===== config.mk =====
export PLATFORM = sky130hd
export DESIGN_NAME = pool_sum
export DESIGN_NICKNAME = d
export VERILOG_FILES = /design/src/rtl/pool_sum.sv
export SDC_FILE = /design/constraint.sdc
export NUM_CORES = 1
export LEC_CHECK = 0
export CAP_MARGIN = 20
export CELL_PAD_IN_SITES_DETAIL_PLACEMENT = 0
export CELL_PAD_IN_SITES_GLOBAL_PLACEMENT = 1
export CORE_MARGIN = 2
export CORE_UTILIZATION = 37
export CTS_CLUSTER_DIAMETER = 50
export DETAILED_ROUTE_END_ITERATION = 10
export GPL_TIMING_DRIVEN = 0
export PLACE_DENSITY = 0.76
export SLEW_MARGIN = 20
export SYNTH_ARGS = -nofsm -noshare
export SYNTH_HDL_FRONTEND = slang
export SYNTH_SLANG_ARGS = --single-unit

===== constraint.sdc =====
create_clock -name clk -period 2.9 [get_ports clk]
set_input_delay 0.58 -clock clk [delete_from_list [all_inputs] [get_ports clk]]
set_output_delay 0.58 -clock clk [all_outputs]
set_load 0.03 [all_outputs]

===== src/rtl/pool_sum.sv =====
// Pooling stage after pow: sums every POOL_SIZE accepted samples and emits the
// saturated sum, or the floor-mean when AVERAGE=1, through a valid/ready pair.
module pool_sum #(
    parameter int DATA_WIDTH = 32,
    parameter int FRACTION   = 24,
    parameter int POOL_SIZE  = 4,
    parameter int AVERAGE    = 0
) (
    input  logic                  clk,
    input  logic                  rst,
    output logic                  pool_ready_in,
    input  logic [DATA_WIDTH-1:0] pool_data_in,
    input  logic                  pool_valid_in,
    input  logic                  pool_ready_out,
    output logic [DATA_WIDTH-1:0] pool_data_out,
    output logic                  pool_valid_out
);

    localparam int LOG2  = $clog2(POOL_SIZE);
    localparam int ACC_W = DATA_WIDTH + LOG2;

    // Fixed-point format passes straight through: sums and shifts need no rescale.
    localparam int fraction_unused = FRACTION;

    localparam logic [LOG2-1:0] CNT_LAST = LOG2'(POOL_SIZE - 1);

    localparam logic signed [ACC_W-1:0] SUM_MAX =
        {{(LOG2 + 1){1'b0}}, {(DATA_WIDTH - 1){1'b1}}};
    localparam logic signed [ACC_W-1:0] SUM_MIN =
        {{(LOG2 + 1){1'b1}}, {(DATA_WIDTH - 1){1'b0}}};
    localparam logic [DATA_WIDTH-1:0] OUT_MAX = {1'b0, {(DATA_WIDTH - 1){1'b1}}};
    localparam logic [DATA_WIDTH-1:0] OUT_MIN = {1'b1, {(DATA_WIDTH - 1){1'b0}}};

    logic [LOG2-1:0]          cnt;
    logic signed [ACC_W-1:0]  acc;
    logic signed [ACC_W-1:0]  sum;
    logic signed [ACC_W-1:0]  scaled;
    logic [DATA_WIDTH-1:0]    sat;
    logic                     is_last;
    logic                     take_in;
    logic                     load_out;

    // Handshake: a beat moves on a side only in a cycle where valid && ready are
    // both high. pool_ready_in depends on registered state and pool_ready_out only,
    // and drops solely when the window's final beat would overwrite a stalled result.
    assign is_last       = (cnt == CNT_LAST);
    assign pool_ready_in = !(is_last && pool_valid_out && !pool_ready_out);
    assign take_in       = pool_valid_in && pool_ready_in;
    assign load_out      = take_in && is_last;

    always_comb begin
        sum = acc + {{LOG2{pool_data_in[DATA_WIDTH-1]}}, pool_data_in};
        if (AVERAGE != 0) begin
            scaled = sum >>> LOG2;
        end else begin
            scaled = sum;
        end
        if (scaled > SUM_MAX) begin
            sat = OUT_MAX;
        end else if (scaled < SUM_MIN) begin
            sat = OUT_MIN;
        end else begin
            sat = scaled[DATA_WIDTH-1:0];
        end
    end

    always_ff @(posedge clk) begin
        if (rst) begin
            cnt            <= '0;
            acc            <= '0;
            pool_valid_out <= 1'b0;
            pool_data_out  <= '0;
        end else begin
            if (take_in) begin
                if (is_last) begin
                    cnt <= '0;
                    acc <= '0;
                end else begin
                    cnt <= cnt + LOG2'(1);
                    acc <= sum;
                end
            end
            // A new result and a consume in the same cycle keep valid high.
            if (load_out) begin
                pool_data_out  <= sat;
                pool_valid_out <= 1'b1;
            end else if (pool_valid_out && pool_ready_out) begin
                pool_valid_out <= 1'b0;
            end
        end
    end

endmodule

==> qor.txt <==
Hold Path Depth = 2
met1 Use GR = 29.2%
dpl ws = -1.17 ns
Fmax = 331 MHz
fin area = 6980 sq um
Leak = 2.68 nW
Tcrit/Tclk final = 104%
Post-synth EDFFs = 0
Internal Power = 2.45 mW
GR Util met2 = 41.4%
largest net degree at the start of global routing = 11
clk_skew = 0.00620 ns
H-tree levels = 3
Area Growth Syn to Fin = 53.0%
Filler cells = 1,083
Yosys reg bits = 69
logic gate share of total power = 46.4%
RSZ-0062 raised after global routing = yes
most frequent CP cell = buf_6
sw frac = 37.3%
global-route wire length before repair = 24,300 um
detailed-route wire length per cell = 17.7 um
FF-to-FF End = pool_data_out[18]
crit path max fanout = 4
CTS root buf = clkbuf_16
Residual DRC = 0
antenna diode instance count = 0
Setup TNS Final = -2.75 ns
worst reg-to-reg path cell count = 15
switching pwr = 1.46 mW
IO buf count = 68
HP Start = pool_data_out[31]
WL final = 15,000 um
register-to-register setup slack = -0.12 ns
Post-DRT Antenna Nets = 0
Hold Path Sink = pool_data_out[31]
Setup crit start kind = primary input
CTS buffer count = 9
actual slew at the worst max-slew pin = 0.906 ns
Worst-path clk slew = 0.05 ns
layout cells sized above 1 = 30.2%
post-detail-place hpwl = 10,300 um
worst path arrival time = 3.22 ns
sequential power share = 27.8%
vias per inst = 5.56
PwrDens = 559 nW/um^2
slowest stage delay, CP = 0.37 ns
Setup CP Type = in -> reg
Max-Slew Margin vs Limit = 39.6%
PnR worst setup slack = -0.125 ns
Top delay family on crit path = compound AO/OA/AOI/OAI gates
FFs w/ async S/R, synth = 0%
worst hold path class = reg -> reg
Max Slew Vio Count = 0
VDD IR max = 240 uV
total grt overflow = 0
crit path time final = 3.03 ns
# rows = 40
Buf+Inv Stages, Crit Path = 5
CP Data Required Time = 3.09 ns
sequential-to-total area share from yosys stat = 30.3%
setup violators final = 31
grt peak-use layer = met2
die width = 115 um
Die ar. = 13,200 sq um
final hold vios = 0
Distinct cells, synth = 56
Hold WS = 0.460 ns
cells after synthesis = 571
routability congestion estimate = 0.860
vias in the first global route = 4,772
Die Ht = 115 um
CTS tree = yes
Main synth FF type = dfxtp_1
Via Count = 4,723
clk buf depth = 2
Mapped Nets = 642
gr usage total = 23.8%
initial antenna violation count = 0
Multi-input gate area = 3720 sq um
RR Startpoint = acc[0]
post-synthesis area per instance = 7.99 sq um
final core utilization = 58.1%
Post-Synthesis Cell Area = 4560 sq um
DP Area = 5510 sq um
max_cap viols = 0
critical path's slowest cell = a2111oi_4
clock sinks = 69
Initial DRT Pass Iterations = 4
starting density of the core = 38.0%
Clock Latency Late Sink = 0.35 ns
I/O pins = 70
# nets final = 769
Reg area = 1380 sq um
failing checks = setup timing
initial detailed-routing violation count = 187
critical path endpoint category = flop
met3 Use GR = 5.59%
status = complete, but fails checks
crit-path cells = clkdlybuf4s15_1 -> inv_1 -> fa_2 -> nand2b_4 -> a21oi_4 -> o21ai_4 -> a2111oi_4 -> nor2_2 -> mux2i_1 -> or2_1 -> o31ai_4 -> buf_6 -> buf_6 -> buf_12 -> a211oi_2
clock share of power = 25.8%
Core ar. = 12,000 sq um
Yosys warnings = 0
-- timing repair --
item                       in CTS  in global routing
pin swaps                      70                  9
setup buffers                  49                  5
cloned                          4                  0
setup endpoints to repair      41                 35
hold buffers                    0                  0
gates resized for setup       188                 37
-- Yosys cell counts (4+ instances only) --
cell	instances	area share (%)
o21ai_1	4	0.44
a21o_1	13	2.1
o21ai_0	48	5.3
nand2_1	29	2.4
nor2_1	85	7.0
nand3_1	8	0.88
inv_1	14	1.2
or4_1	5	0.82
nor3_1	11	1.2
o211ai_1	5	0.82
a211oi_1	31	5.1
nand2b_1	4	0.55
o21a_1	4	0.66
xnor2_1	18	3.5
a22oi_1	30	4.9
ha_1	34	9.3
xor2_1	11	2.1
clkbuf_1	20	1.6
nand4_1	9	1.2
nor2b_1	4	0.55
buf_6	4	0.99
buf_2	13	1.4
dfxtp_1	69	30
a21oi_1	44	4.8
-- layout make-up --
type                       count  share of cell area [%]
sequential                    69                    19.8
inverter                      14                   0.753
timing repair buffer         126                    16.4
clock buffer                  13                    3.59
buffer                        33                    3.26
multi-input combinational    445                    53.4
clock inverter                 2                   0.143
tap                          147                    2.64
-- power groups by stage --
stage	Sequential (mW)	Clock, mW	Combinational, mW
6_report	1.09	1.01	1.81
5_1_grt	1.09	1.06	1.98
4_1_cts	1.08	1.03	1.71
3_5_place_dp	1.08	0	1.27
3_3_place_gp	1.08	0	1.26
2_1_floorplan	1.09	0	0.937
-- metrics by stage --
stage          power, mW  instances
6_report            3.90        849
5_1_grt             4.14        849
4_1_cts             3.82        845
3_5_place_dp        2.35        786
3_3_place_gp        2.34        786
2_1_floorplan       2.02        571
-- routing by layer --
layer / vias up / share of wire (%) / wire length (um)
li1: 2328 / - / -
met1: 2261 / 44 / 6550
met3: 28 / 4.8 / 727
met2: 106 / 49 / 7390
met5: - / 0 / 0
met4: 0 / 2.4 / 357
-- registers in the layout, indices dropped and copies added, names as in the netlist --
register / count
acc: 34
pool_data_out: 32
pool_valid_out: 1
cnt: 2
-- placed cells by master, fill, tap and decap left out, types with 15 or more instances in the layout --
cell	count
nand2_1	21
dfxtp_1	68
o21ai_0	28
clkdlybuf4s50_1	41
a211oi_2	28
ha_4	23
buf_4	50
a22oi_1	30
xnor2_1	18
clkbuf_1	19
dlygate4sd2_1	20
a21oi_1	31
buf_6	15
nor2_1	82
-- kinds of logic after synthesis --
group                    synth area share, %
AO/OA/AOI/OAI                           31.7
XOR/XNOR                                5.57
adder cells (fa/ha/maj)                 9.76
buffers and inverters                   5.87
flip-flops                              30.3
multiplexers                           0.658
AND/OR/NAND/NOR                         16.2
-- worst max-delay path by stage --
stage | end | slack (ns) | startpoint | cells past startpoint
2_1_floorplan | pool_data_out[2] | -0.19 | pool_data_in[0] | 13
3_3_place_gp | pool_data_out[3] | -1.14 | pool_data_in[0] | 14
3_5_place_dp | pool_data_out[29] | -1.17 | pool_data_in[0] | 14
4_1_cts | pool_data_out[22] | -0.1 | acc[0] | 15
5_1_grt | pool_data_out[2] | -0.24 | acc[0] | 15
6_report | pool_data_out[18] | -0.13 | pool_data_in[1] | 15
-- worst register-to-register path: stages, from the launching register on --
cell	delay, ns
dfxtp_2	0.35
ha_4	0.14
inv_2	0.04
fa_2	0.38
nand2b_4	0.17
a21oi_4	0.18
o21ai_4	0.10
a2111oi_4	0.37
nor2_2	0.08
mux2i_1	0.14
or2_1	0.26
o31ai_4	0.22
buf_6	0.15
buf_6	0.12
buf_12	0.11
a211oi_2	0.06
No activity file was read; power rests on OpenSTA's default activity.
